File: src/rtl/ntsc_pkg.sv
// ntsc_pkg: output levels, FSM state encoding and active-area defaults shared by the bounce pattern.
package ntsc_pkg;
  localparam logic [3:0] LVL_SYNC  = 4'b0000;
  localparam logic [3:0] LVL_BLANK = 4'b0001;
  localparam logic [3:0] LVL_DARK  = 4'b0011;
  localparam logic [3:0] LVL_LIGHT = 4'b0111;
  localparam logic [3:0] LVL_WHITE = 4'b1111;
  localparam int H_ACTIVE = 560;
  localparam int V_ACTIVE = 480;
  typedef enum logic [1:0] {S_SYNC, S_DRAW, S_UPDATE} state_t;
endpackage

File: src/rtl/ntsc_bounce_axis.sv
// ntsc_bounce_axis: one box coordinate with its direction; steps and bounces off 0 and LIMIT-SIZE.
module ntsc_bounce_axis #(
  parameter int LIMIT = 560,
  parameter int SIZE  = 32,
  parameter int STEP  = 4
) (
  input  logic       clk,
  input  logic       reset,
  input  logic       upd,
  output logic [9:0] pos
);
  localparam logic [10:0] LIM = 11'(LIMIT);
  localparam logic [10:0] SZ  = 11'(SIZE);
  localparam logic [10:0] ST  = 11'(STEP);
  logic       neg;
  logic [10:0] p;
  assign p = {1'b0, pos};
  always_ff @(posedge clk) begin
    if (reset) begin
      pos <= '0;
      neg <= 1'b0;
    end else if (upd) begin
      if (!neg) begin
        pos <= (p + ST + SZ > LIM) ? 10'(LIMIT - SIZE) : pos + 10'(STEP);
        neg <= p + ST + SZ > LIM;
      end else begin
        pos <= (p < ST) ? '0 : pos - 10'(STEP);
        neg <= !(p < ST);
      end
    end
  end
endmodule

File: src/rtl/ntsc_bounce_pattern.sv
// ntsc_bounce_pattern: four grey bars plus a bouncing box, registered 4-bit level for interlaced_ntsc.
// Define NTSC_BOUNCE_GRID_EN to overlay a LIGHT grid every 64 pixels/lines (box > grid > bar).
module ntsc_bounce_pattern
  import ntsc_pkg::*;
#(
  parameter int H_ACT       = H_ACTIVE,
  parameter int V_ACT       = V_ACTIVE,
  parameter int BAR_W       = 140,
  parameter int BOX_W       = 32,
  parameter int BOX_H       = 24,
  parameter int STEP        = 4,
  parameter int STEP_FIELDS = 2
) (
  input  logic       clk,
  input  logic       reset,
  input  logic       enable,
  input  logic [9:0] pixel_x,
  input  logic [9:0] pixel_y,
  input  logic       pixel_is_visible,
  output logic [3:0] pixel_data,
  output logic       field_tick,
  output logic [9:0] box_x,
  output logic [9:0] box_y
);
  state_t      state, state_n;
  logic [3:0]  field_cnt, cnt_n, bar, pix_n;
  logic [9:0]  y_q;
  logic [10:0] x11, y11, bx, by;
  logic        last, hit, grid;
  ntsc_bounce_axis #(.LIMIT(H_ACT), .SIZE(BOX_W), .STEP(STEP)) u_x (
    .clk(clk), .reset(reset), .upd(state == S_UPDATE), .pos(box_x)
  );
  ntsc_bounce_axis #(.LIMIT(V_ACT), .SIZE(BOX_H), .STEP(STEP)) u_y (
    .clk(clk), .reset(reset), .upd(state == S_UPDATE), .pos(box_y)
  );
  assign last = field_cnt == 4'(STEP_FIELDS - 1);
  always_comb begin
    state_n = state;
    cnt_n   = field_cnt;
    case (state)
      S_SYNC:   state_n = field_tick ? S_DRAW : S_SYNC;
      S_DRAW: begin
        cnt_n   = field_tick ? (last ? '0 : field_cnt + 4'd1) : field_cnt;
        state_n = (field_tick && last && enable) ? S_UPDATE : S_DRAW;
      end
      S_UPDATE: state_n = S_DRAW;
      default:  state_n = S_SYNC;
    endcase
  end
  assign x11 = {1'b0, pixel_x};
  assign y11 = {1'b0, pixel_y};
  assign bx  = {1'b0, box_x};
  assign by  = {1'b0, box_y};
  // Box uses the registered position, so an update edge still draws the old box.
  assign hit = (state != S_SYNC) && x11 >= bx && x11 < bx + 11'(BOX_W)
               && y11 >= by && y11 < by + 11'(BOX_H);
  assign bar = x11 < 11'(BAR_W)     ? LVL_BLANK :
               x11 < 11'(2 * BAR_W) ? LVL_DARK  :
               x11 < 11'(3 * BAR_W) ? LVL_LIGHT :
               x11 < 11'(4 * BAR_W) ? LVL_WHITE : LVL_BLANK;
`ifdef NTSC_BOUNCE_GRID_EN
  assign grid = pixel_x[5:0] == 6'd0 || pixel_y[5:0] == 6'd0;
`else
  assign grid = 1'b0;
`endif
  assign pix_n = !pixel_is_visible ? LVL_BLANK :
                 hit ? ((bar == LVL_BLANK || bar == LVL_DARK) ? LVL_WHITE : LVL_DARK) :
                 grid ? LVL_LIGHT : bar;
  always_ff @(posedge clk) begin
    if (reset) begin
      y_q        <= '0;
      field_tick <= 1'b0;
      state      <= S_SYNC;
      field_cnt  <= '0;
      pixel_data <= LVL_BLANK;
    end else begin
      y_q        <= pixel_y;
      field_tick <= pixel_y < y_q;
      state      <= state_n;
      field_cnt  <= cnt_n;
      pixel_data <= pix_n;
    end
  end
endmodule

File: config.mk
export PLATFORM = sky130hd
export DESIGN_NAME = ntsc_bounce_pattern
export DESIGN_NICKNAME = d
export VERILOG_FILES = /design/src/rtl/ntsc_pkg.sv /design/src/rtl/ntsc_bounce_axis.sv /design/src/rtl/ntsc_bounce_pattern.sv
export SDC_FILE = /design/constraint.sdc
export NUM_CORES = 1
export LEC_CHECK = 0
export CORE_MARGIN = 5
export CORE_UTILIZATION = 55
export DETAILED_ROUTE_END_ITERATION = 10
export PLACE_DENSITY = 0.84
export SLEW_MARGIN = 10
export SYNTH_ARGS = -nofsm -noshare
export SYNTH_HDL_FRONTEND = slang
export SYNTH_SLANG_ARGS = --single-unit
File: constraint.sdc
create_clock -name clk -period 3.3 [get_ports clk]
set_clock_uncertainty 0.05 [all_clocks]
set_input_delay 0.495 -clock clk [delete_from_list [all_inputs] [get_ports clk]]
set_output_delay 0.495 -clock clk [all_outputs]
set_load 0.02 [all_outputs]
* Yosys cells after proc, flatten, opt, wreduce, memory -nomap -nowiden
Cells that the tools add are included.
** Operators by class
- $add $sub $neg :: 11
- $mul :: 0
- Divide/modulo/power cells :: 0
- $lt $le $gt $ge :: 13
- Equal/unequal tests :: 5
- Shift operators :: 0
- Mux-type cells :: 18
- Bitwise operators :: 1
- Reductions and logical operators :: 13
** Operator list (number)
- two-way mux 10 bit :: 6
- two-way mux 4 bit :: 7
- adder 10 x 3 -> 11 bit, second input constant :: 2
- < comparator 10 x 11 -> 1 bit :: 2
- adder 10 x 3 -> 10 bit, second input constant :: 2
- greater-or-equal comparator 10 bit :: 2
- < comparator 10 x 3 -> 1 bit, second input constant :: 2
- < comparator 10 x 9 -> 1 bit, second input constant :: 2
- subtractor 10 x 3 -> 10 bit, second input constant :: 2
- adder 10 x 5 -> 11 bit, second input constant :: 1
- adder 10 x 6 -> 11 bit, second input constant :: 1
- adder 11 x 5 -> 11 bit, second input constant :: 1
- adder 11 x 6 -> 11 bit, second input constant :: 1
- > comparator 11 x 10 -> 1 bit, second input constant :: 1
- > comparator 11 x 9 -> 1 bit, second input constant :: 1
- < comparator 10 bit :: 1
- < comparator 10 bit, second input constant :: 1
- < comparator 10 x 8 -> 1 bit, second input constant :: 1
- equality test 4 x 1 -> 1 bit, second input constant :: 2
- logical AND 1 bit :: 6
- one-hot mux 2 bit (3 select lines) :: 1
- adder 4 x 1 -> 4 bit, second input constant :: 1
- equality test 4 x 2 -> 1 bit, second input constant :: 1
- two-way mux 1 bit :: 3
- 10 further kinds :: 11
** Word-level totals
- Register bits :: 43
- Latch bits :: 0
- Memory bits (writable) :: 0
- ROM bits :: 0
- Input port bits :: 24
- Memories kept :: 0

* Logic depth before layout (Yosys ltp)
Gate-level depths: netlist of run 1.
- Depth after elaboration :: 9
- Depth in mapped cells :: 12

* By module
A second synthesis of run 1 with hierarchy kept.
** Unflattened totals
- Cells, all modules :: 451
- Area total of the unflattened synthesis :: 3743.6 sq um
** By module, submodules not included
- ntsc_bounce_pattern :: times used 1, cells an instance 225, area each 1931.9 sq um
- ntsc_bounce_axis (u_x) :: times used 1, cells an instance 120, area each 925.9 sq um
- ntsc_bounce_axis (u_y) :: times used 1, cells an instance 106, area each 885.8 sq um

* Least setup slack after synthesis of run 1
Ideal clock, no wire load.
- Kind :: reg2reg
- Start :: register u_y.pos[5]
- End :: register pixel_data[3]
- Setup time :: 0.074 ns
- Arrival time :: 2.749 ns
- Path slack :: 0.427 ns
- Stages on the path, launching flop included :: 12
- Path buffers :: 2
- Cell sequence :: dfxtp_1 > buf_4 > clkbuf_1 > o2111ai_1 > xnor2_1 > ha_1 > a21o_2 > a21oi_1 > o221ai_1 > a211o_1 > or4_4 > o21ai_0
** Between the ends
- Longest elaborated chain between the ends :: 4
- Elaborated cells on any way between the ends :: 6
** RTL lines
- start: declaration :: line ntsc_bounce_axis.sv:10 : output logic [9:0] pos
- start signal: assignment :: line ntsc_bounce_axis.sv:24 : pos <= (p + ST + SZ > LIM) ? 10'(LIMIT - SIZE) : pos + 10'(STEP);
- start signal: assignment :: line ntsc_bounce_axis.sv:27 : pos <= (p < ST) ? '0 : pos - 10'(STEP);
- adder 10 x 5 -> 11 bit or greater-or-equal comparator 10 bit (tied branches) :: line ntsc_bounce_pattern.sv:56 : && y11 >= by && y11 < by + 11'(BOX_H);
- < comparator 10 x 11 -> 1 bit or logical AND 1 bit (tied branches) :: line ntsc_bounce_pattern.sv:56
- logical AND 1 bit (*) :: line ntsc_bounce_pattern.sv:56
- two-way mux 4 bit (*) :: line ntsc_bounce_pattern.sv:67 : hit ? ((bar == LVL_BLANK || bar == LVL_DARK) ? LVL_WHITE : LVL_DARK) :
- end signal: assignment :: line ntsc_bounce_pattern.sv:81 : pixel_data <= pix_n;
- end: declaration :: line ntsc_bounce_pattern.sv:20 : output logic [3:0] pixel_data,
Mark *: on every way between the ends. The rest lies on a longest branch, timed or not.
A chain may end at the register's enable or synchronous reset.

* Worst setup path after layout of run 1
- Start :: register u_y.pos[3]
- End :: register pixel_data[3]
The elaborated chain is that of the path after synthesis.

==> reports/metrics.yaml, run 1 <==
outcome:
  status: "complete, no violations"
route:
  viasPerCell: 6.17
  vias: 3268
  post-route-drc-count: 0
  drtIter0Drc: 212
  drtPass1Iterations: 5
  wl_um: 8480
  ant_nets: 0
  routedWlPerCell_um: 16.0
synth:
  yosys_register_bits: 38
  synthFlopType: "dfxtp_1"
  synthArstFlopShare: 0
  synth_edf_count: 0
  synthDistinctLibCells: 62
  syn-instance-count: 420
  synthesis.area_um2: 3380
  syn_area_per_cell_um2: 8.04
  synth_seq_area_share: 0.225
  yosysWarnings: 0
  synth_top_area_cell: "dfxtp_1"
  synth.top_cell.area_share: 0.225
  synth_area_leaders: "dfxtp_1, ha_1, a21oi_1, o21ai_0, inv_1"
placement:
  routabilityCongestion: 0.916
  port_buffers: 41
  place.detailed.hpwl_um: 6320
floorplanning:
  row_count: 28
  die-area_um2: 7800
  die_h_um: 88.3
  io_pins: 49
  design.core.area_um2: 5960
  die-width_um: 88.3
  start_util: 0.567
sta:
  worstMarginPinSlew_ns: 0.851
  fmax_mhz: 342
  layout_min_cycle_time_ns: 2.93
  drv_slew: 0
  hold_viol: 0
  finalSetupViolations: 0
  fin_crit_sh: 0.887
  fin_setup_tns_ns: 0
  rsz0062_at_grt: "no"
  slew_headroom: 0.433
clocking:
  clock_sinks: 38
  post_cts_resized: 0
  post_cts_buffers: 0
  cts-htree-levels: 2
  cts_tree: "built"
  cts_buffers: 5
  root_buffer: "clkbuf_8"
  cts_hold_buffers: 0
  ctsLongestPathBuffers: 2
  clkSlewWorstSetupHoldPaths_ns: 0.08
  clk_latency_ns: 0.30
critical_path:
  worstSetupStartpointType: "flop"
  slowest_stage: "or4_4"
  criticalPathCategory: "flop to flop"
  cp.arrival_ns: 3.10
  slowest_delay_ns: 0.49
  crit_family: "compound AO/OA/AOI/OAI gates"
  required_ns: 3.48
  cp_common_cell: "ha_1"
  cp-end-kind: "flop"
  cp_max_fo: 7
  critPathBufInv: 1
  cp_cell_sequence: "inv_1 -> ha_1 -> nor2_1 -> xnor2_1 -> ha_1 -> a21o_2 -> a21oi_1 -> o221ai_1 -> a211o_1 -> or4_4 -> o21ai_0"
global_route:
  grt.total_usage: 0.225
  overflow: 0
  grt_antenna_before_repair: 0
  first_global_vias: 3157
  grt_max_degree: 22
  grt_pass1_wl_um: 14200
cells_and_area:
  diodes: 0
  layout_common_cells: "ha_1, clkdlybuf4s50_1, dfxtp_1"
  fin_nets: 526
  area_growth_pct: 16.5
  layout_commonest_cell: "ha_1"
  drive_gt1_frac: 0.0615
  num-fill-cells: 505
power_and_ir_drop:
  power_density_nw_per_um2: 309
  power.total_w: 0.00122
  ir_drop_v: 0.000188
  leakagePower_nw: 1.52
run:
  drv_cap: 0
worst_hold_path:
  hold_class: "flop to flop"
[through the flow]
step | hold WS (ns) | worst slack, ns | std cells | cell area (um^2) | utilization
3_5_place_dp | 0.455 | 0.364 | 522 | 3800 | 0.637
6_report | 0.482 | 0.373 | 530 | 3930 | 0.661
2_1_floorplan | 0.430 | 0.427 | 423 | 3390 | -
5_1_grt | 0.524 | 0.161 | 530 | 3930 | 0.661
4_1_cts | 0.485 | 0.363 | 530 | 3930 | 0.661
3_3_place_gp | 0.445 | 0.389 | 522 | 3800 | 0.637
[final timing paths]
path,startpoint,end,slack (ns),cells past startpoint
worst max-delay path,u_y.pos[3],pixel_data[3],0.37,11
worst min-delay path,field_cnt[3],field_cnt[3],0.48,2
worst max register to register,u_y.pos[3],pixel_data[3],0.37,11
worst min register to register,field_cnt[3],field_cnt[3],0.48,2
[state kept, by name, indices dropped and copies added, names as in the netlist]
register    count
y_q            10
u_y.pos         8
u_x.pos         8
field_cnt       4
pixel_data      3
field_tick      1
state           2
u_x.neg         1
u_y.neg         1
[tightest hold or removal path, delay by kind of cell (launching register included)]
| family | cells | cell delay (ns) |
|---|---|---|
| xor gates and xnor gates | 1 | 0.07 |
| DFF | 1 | 0.35 |
| and+or+nand+nor | 1 | 0.08 |
[layout make-up]
| cell class | instances | area (um^2) | area share |
|---|---|---|---|
| Clock buffer | 5 | 68.8 | 0.0175 |
| Clock inverter | 3 | 68.8 | 0.0175 |
| Inverter | 32 | 120 | 0.0305 |
| Multi-Input combinational cell | 328 | 2350 | 0.598 |
| Sequential cell | 38 | 761 | 0.193 |
| Tap cell | 75 | 93.8 | 0.0239 |
| Timing Repair Buffer | 49 | 470 | 0.120 |
[cell families (layout without fill, tap and decap cells)]
| logic type | after synthesis | count (layout) | share of synthesized area |
|---|---|---|---|
| flip-flops | 38 | 38 | 0.225 |
| buffers and inverters | 57 | 89 | 0.0815 |
| adder cells (fa/ha/maj) | 48 | 48 | 0.178 |
| AO/OA/AOI/OAI | 135 | 135 | 0.282 |
| AND/OR/NAND/NOR | 123 | 123 | 0.186 |
| other | 2 | 5 | 0.00222 |
| multiplexers | 1 | 1 | 0.00297 |
| XOR/XNOR | 16 | 16 | 0.0415 |
[power by group]
group | total (W) | switching, W | internal [W]
clock network | 0.000493 | 0.000190 | 0.000303
registers | 0.000485 | 0.0000124 | 0.000472
logic | 0.000237 | 0.000128 | 0.000109
[metal layers]
metal	up-vias	global-route usage	wire (um)
met3	15	0.0428	614
li1	1602	-	-
met1	1531	0.280	3760
met4	0	0.0646	121
met5	-	0	0
met2	120	0.394	3980
[cells in the mapped netlist, types with 2 or more instances]
library cell   n
a2111o_1       3
a2111oi_0      4
a211o_1        4
a211oi_1      11
a21boi_0       3
a21o_1         6
a21o_2         2
a21oi_1       29
a221oi_1       7
a31oi_1        5
and3_1         2
buf_2          4
buf_4          7
clkbuf_1      11
clkbuf_8       3
conb_1         2
dfxtp_1       38
ha_1          48
inv_1         31
nand2_1       28
nand2b_1       8
nand3_1       13
nand4_1        4
nor2_1        29
nor2b_1       13
nor3_1        13
nor3b_1        2
nor4_1         3
o211a_1        2
o211ai_1       4
o21a_1         3
o21ai_0       26
o221ai_1       2
o311ai_0       2
o31a_1         3
o31ai_1        3
o32ai_1        2
or3_1          2
xnor2_1       12
xor2_1         4
Note: power is estimated with default switching activity, not from simulation.
==> inputs of run 2 (changes only) <==
- clock period: 3.3 -> 2.7 ns (I/O delays scaled with it)
==> run 2 against run 1 <==
  * First-iteration DRC count rose by 6.6%
  * Core utilization rose by 2.8 points
  * Largest power group is now registers
  * Count of clock-buffer cells in the layout rose by 1
==> reports/metrics.yaml, run 2 (synthesized netlist as in run 1, its figures left out) <==
global_route:
  grt.total_usage: 0.232  # +0.00725
  first_global_vias: 3178  # +0.67%
  grt_pass1_wl_um: 14600  # +2.5%
  overflow: 0  # unchanged
  grt_max_degree: 25  # +14%
  grt_antenna_before_repair: 0  # unchanged
sta:
  drv_slew: 0  # unchanged
  worstMarginPinSlew_ns: 0.598  # -0.253 ns
  fin_setup_tns_ns: 0  # unchanged
  rsz0062_at_grt: "no"
  slew_headroom: 0.599  # +0.166
  finalSetupViolations: 0  # unchanged
  fin_crit_sh: 0.953  # +0.0658
  layout_min_cycle_time_ns: 2.57  # -0.355 ns
  hold_viol: 0  # unchanged
  fmax_mhz: 389  # +14%
floorplanning:
  die_h_um: 88.3  # unchanged
  row_count: 28  # unchanged
  io_pins: 49  # unchanged
  start_util: 0.567  # unchanged
  die-width_um: 88.3  # unchanged
  design.core.area_um2: 5960  # unchanged
  die-area_um2: 7800  # unchanged
clocking:
  post_cts_buffers: 0  # unchanged
  ctsLongestPathBuffers: 2  # unchanged
  cts_tree: "built"
  root_buffer: "clkbuf_8"
  cts_buffers: 5  # unchanged
  clock_sinks: 38  # unchanged
  clk_latency_ns: 0.29  # about the same
  cts-htree-levels: 2  # unchanged
  clkSlewWorstSetupHoldPaths_ns: 0.08  # about the same
route:
  drtPass1Iterations: 5  # unchanged
  vias: 3397  # +3.9%
  viasPerCell: 6.11  # -0.91%
  ant_nets: 0  # unchanged
  wl_um: 8810  # +3.9%
  drtIter0Drc: 226  # +6.6%
  routedWlPerCell_um: 15.8  # -0.99%
  post-route-drc-count: 0  # unchanged
cells_and_area:
  reg.largest.list: "y_q (10), u_x.pos (8), u_y.pos (8)"
  drive_gt1_frac: 0.121  # +0.0590
  fin_nets: 554  # +5.3%
  layout_common_cells: "ha_1, clkdlybuf4s50_1, buf_4"
  diodes: 0  # unchanged
  final_util: 0.688  # +0.0275
  layout_commonest_cell: "ha_1"
  final_cell_count_no_fill: 556  # +4.9%
  top_register: "y_q"
  area_growth_pct: 21.4
  design_area_um2: 4100  # +4.2%
  largest_reg_flops: 10  # unchanged
outcome:
  status: "complete, no violations"
placement:
  routabilityCongestion: 0.970  # +5.9%
  place.detailed.hpwl_um: 6880  # +8.8%
  place_area_um2: 4010  # +5.6%
  dp_cells: 550  # +5.4%
  port_buffers: 41  # unchanged
critical_path:
  rr_startpoint: "u_y.pos[3]"
  endpoint: "pixel_data[3]"
  worstSetupStartpointType: "flop"
  r2r_end: "pixel_data[3]"
  cp_cell_sequence: "inv_1 -> ha_2 -> nor2_1 -> xnor2_1 -> ha_1 -> a21o_2 -> a21oi_1 -> o221ai_1 -> a211o_1 -> or4_4 -> o21ai_0"
  cp_max_fo: 5  # -2
  cp-end-kind: "flop"
  cp.arrival_ns: 2.74  # -0.36 ns
  slowest_stage: "or4_4"
  slowest_delay_ns: 0.49  # about the same
  required_ns: 2.87  # -0.61 ns
  ff2ff_setup_slack_ns: 0.13  # -0.25 ns
  rr_worst_depth: 11  # unchanged
  worstSetupStartpoint: "u_y.pos[3]"
  criticalPathCategory: "flop to flop"
power_and_ir_drop:
  ir_drop_v: 0.000297  # +58%
  leakagePower_nw: 1.63  # +7.4%
  power_density_nw_per_um2: 318  # +3.1%
worst_hold_path:
  hold_class: "flop to flop"
run:
  drv_cap: 0  # unchanged
-- run 2: changes by cell type in the layout (fill, tap and decap cells not counted), sizes merged --
cell	before	now
buf	8	36
bufinv	2	0
clkbuf	5	6
clkinv	2	1
-- run 2: worst min-delay path by stage --
stage | start | depth (start not counted) | end | slack [ns]
global placement | field_cnt[3] | 2 | field_cnt[3] | 0.45
floorplan | field_cnt[3] | 2 | field_cnt[3] | 0.43
CTS | field_cnt[3] | 2 | field_cnt[3] | 0.49
finish | field_cnt[3] | 2 | field_cnt[3] | 0.49
global route | field_cnt[3] | 2 | field_cnt[3] | 0.52
detailed placement | field_cnt[3] | 2 | field_cnt[3] | 0.47
-- run 2: worst max-delay path: cells and delay by family (launching register included) --
family	cells	cell delay, ns
xor+xnor	1	0.08
buf+inv	1	0.07
fa+ha+maj	2	0.40
compound gates	5	0.89
flops	1	0.38
simple gates	2	0.63
-- run 2: layout make-up --
cell class | instances | area (um^2)
Clock buffer | 6 | 82.6
Sequential cell | 38 | 767
Fill cell | 486 | 1860
Multi-Input combinational cell | 328 | 2350
Inverter | 32 | 120
Tap cell | 75 | 93.8
Timing Repair Buffer | 77 | 681
-- run 2: through the flow --
stage                     power, W  hold slack, ns  setup WS, ns
after floorplan           0.000794           0.430        0.0228
after global placement    0.000898           0.447       -0.0458
after detailed placement  0.000912           0.468       -0.0199
after CTS                  0.00131           0.490        0.0591
after global routing       0.00137           0.518       0.00584
final                      0.00130           0.485         0.128
-- run 2: layer usage --
metal,routed length (um),vias to the layer above,GRT usage
met5,0,-,0
met4,106,0,0.0467
met3,646,15,0.0447
met2,4060,154,0.400
met1,4000,1573,0.302
li1,-,1655,-
-- run 2: what timing repair did --
action / 4_1_cts / 5_1_grt
endpoints found under the setup margin: 0 / 2
hold buffers: 0 / 0
gates resized for setup: 0 / 2
-- run 2: power breakdown --
group / internal [W] / switching, W
registers: 0.000577 / 0.0000137
logic: 0.000150 / 0.000162
clock network: 0.000197 / 0.000204
==> inputs of run 3 (changes only) <==
- CORE_MARGIN: 5 -> default
==> run 3 against run 2 <==
  * Sequential share of layout area fell by 0.33 points
  * Maximum frequency fell by 1.4%
  * Critical path depth down 2
  * Sequential cell count unchanged
  * Via count up 0.50%
  * Routed wire length up 2.3%
  * Die area shrank 17%
  * Non-clock buffer count grew 5
  * Total power rose by 3.2%
  * Cell area up 2.3%
  * Combinational power up 4%
  * Clock power grew 7.2%
  * Critical path type unchanged
  * Critical endpoint unchanged
  * Largest cell class unchanged
  * Largest power group unchanged
  * Highest routed layer unchanged
==> reports/metrics.yaml, run 3 (synthesized netlist as in run 1, its figures left out) <==
outcome:
  status: "complete, no violations"
sta:
  drv_slew: 0  # unchanged
  fin_setup_tns_ns: 0  # unchanged
  fmax_mhz: 383  # -1.4%
  fin_crit_sh: 0.966  # +0.0132
  layout_min_cycle_time_ns: 2.61  # +0.0357 ns
  finalSetupViolations: 0  # unchanged
  worstMarginPinSlew_ns: 0.559  # -0.0391 ns
  hold_viol: 0  # unchanged
  slew_headroom: 0.625  # +0.0263
power_and_ir_drop:
  power_density_nw_per_um2: 321  # +0.90%
  ir_drop_v: 0.000269  # -9.5%
  leakagePower_nw: 1.67  # +2.1%
floorplanning:
  row_count: 28  # unchanged
  die-area_um2: 6460  # -17%
  io_pins: 49  # unchanged
  die_h_um: 80.3  # -9.1%
  start_util: 0.570  # +0.00335
  die-width_um: 80.3  # -9.1%
  design.core.area_um2: 5920  # -0.59%
route:
  drtPass1Iterations: 6  # +1
  viasPerCell: 6.06  # -0.75%
  ant_nets: 0  # unchanged
  routedWlPerCell_um: 16.0  # +1.1%
  vias: 3414  # +0.50%
  drtIter0Drc: 145  # -36%
  post-route-drc-count: 0  # unchanged
  wl_um: 9020  # +2.3%
clocking:
  ctsLongestPathBuffers: 2  # unchanged
  root_buffer: "clkbuf_8"
  clk_latency_ns: 0.31  # +0.02 ns
  clkSlewWorstSetupHoldPaths_ns: 0.09  # about the same
  cts_buffers: 5  # unchanged
  clock_sinks: 38  # unchanged
  cts_hold_buffers: 0  # unchanged
  cts-htree-levels: 2  # unchanged
  post_cts_resized: 0  # unchanged
  post_cts_buffers: 0  # unchanged
  cts_tree: "built"
critical_path:
  slowest_stage: "or4_4"
  cp_cell_sequence: "ha_1 -> nand3_1 -> xnor2_1 -> ha_1 -> a21oi_1 -> o221ai_1 -> a211o_1 -> or4_4 -> o21ai_0"
  slowest_delay_ns: 0.49  # about the same
  cp-end-kind: "flop"
  criticalPathCategory: "flop to flop"
  required_ns: 2.88  # about the same
  worstSetupStartpointType: "flop"
  cp_common_cell: "ha_1"
  cp_max_fo: 3  # -2
  cp.arrival_ns: 2.79  # +0.05 ns
  rr_worst_depth: 9  # -2
cells_and_area:
  largest_reg_flops: 10  # unchanged
  design_area_um2: 4190  # +2.3%
  area.sequential_um2: 771  # +0.49%
  num-fill-cells: 485  # -0.21%
  reg.largest.list: "y_q (10), u_x.pos (8), u_y.pos (8)"
  top_register: "y_q"
  area_growth_pct: 24.2
  layout_commonest_cell: "ha_1"
  fin_nets: 559  # +0.90%
  diodes: 0  # unchanged
  multi_input_area_um2: 2400  # +1.9%
  layout_common_cells: "ha_1, clkdlybuf4s50_1, buf_4"
  drive_gt1_frac: 0.143  # +0.0229
global_route:
  grt.total_usage: 0.282  # +0.0505
  grt_antenna_before_repair: 0  # unchanged
  overflow: 0  # unchanged
  grt_max_degree: 25  # unchanged
  grt_pass1_wl_um: 14200  # -2.4%
  first_global_vias: 3089  # -2.8%
worst_hold_path:
  holdPathStages: 2  # unchanged
  hold_class: "flop to flop"
placement:
  place_area_um2: 4050  # +0.94%
  port_buffers: 41  # unchanged
  routabilityCongestion: 0.958  # -1.2%
  place.detailed.hpwl_um: 6750  # -1.9%
run:
  drv_cap: 0  # unchanged
[run 3: changes by cell type in the layout (fill, tap and decap cells not counted), sizes merged]
cell    before  now
buf         36   41
clkbuf       6    7
clkinv       1    2
[run 3: metal layers]
layer / up-vias / part of all wire / GRT usage / routed length [um]
li1: 1668 / - / - / -
met1: 1602 / 0.45 / 0.363 / 4080
met2: 124 / 0.47 / 0.479 / 4240
met3: 20 / 0.062 / 0.0477 / 562
met4: 0 / 0.015 / 0.0839 / 138
met5: - / 0 / 0 / 0
[run 3: final cells by class]
class,count,area share
timing repair buffer,82,0.171
tap,75,0.0224
inverter,32,0.0287
clock inverter,1,0.00119
clock buffer,7,0.0206
sequential,38,0.184
multi-input combinational,328,0.572
[run 3: stage by stage]
stage                     hold slack [ns]  utilization  worst slack, ns  cells  total power (W)
after floorplan                     0.430            -           0.0228    423         0.000794
after global placement              0.444        0.684           0.0218    555         0.000897
after detailed placement            0.462        0.684          -0.0613    555         0.000910
after CTS                           0.482        0.699           0.0424    563          0.00133
after global routing                0.504        0.708          -0.0362    563          0.00140
final                               0.473        0.708           0.0919    563          0.00135
[run 3: final timing paths]
check | slack, ns | from | end
setup reg to reg | 0.09 | u_x.pos[6] | pixel_data[3]
setup / recovery | 0.09 | u_x.pos[6] | pixel_data[3]
hold reg to reg | 0.47 | field_cnt[3] | field_cnt[3]
hold / removal | 0.47 | field_cnt[3] | field_cnt[3]
[run 3: report_power, final]
group	total [W]	internal, W	switching, W
sequential	0.000592	0.000578	0.0000145
clock	0.000431	0.000207	0.000225
combinational	0.000323	0.000155	0.000169
[run 3: worst max-delay path: cells and delay by family (launching register included)]
kind            cells  cell delay [ns]
compound gates      4             0.79
simple gates        2             0.58
fa+ha+maj           2             0.48
flops               1             0.36
xor+xnor            1             0.26
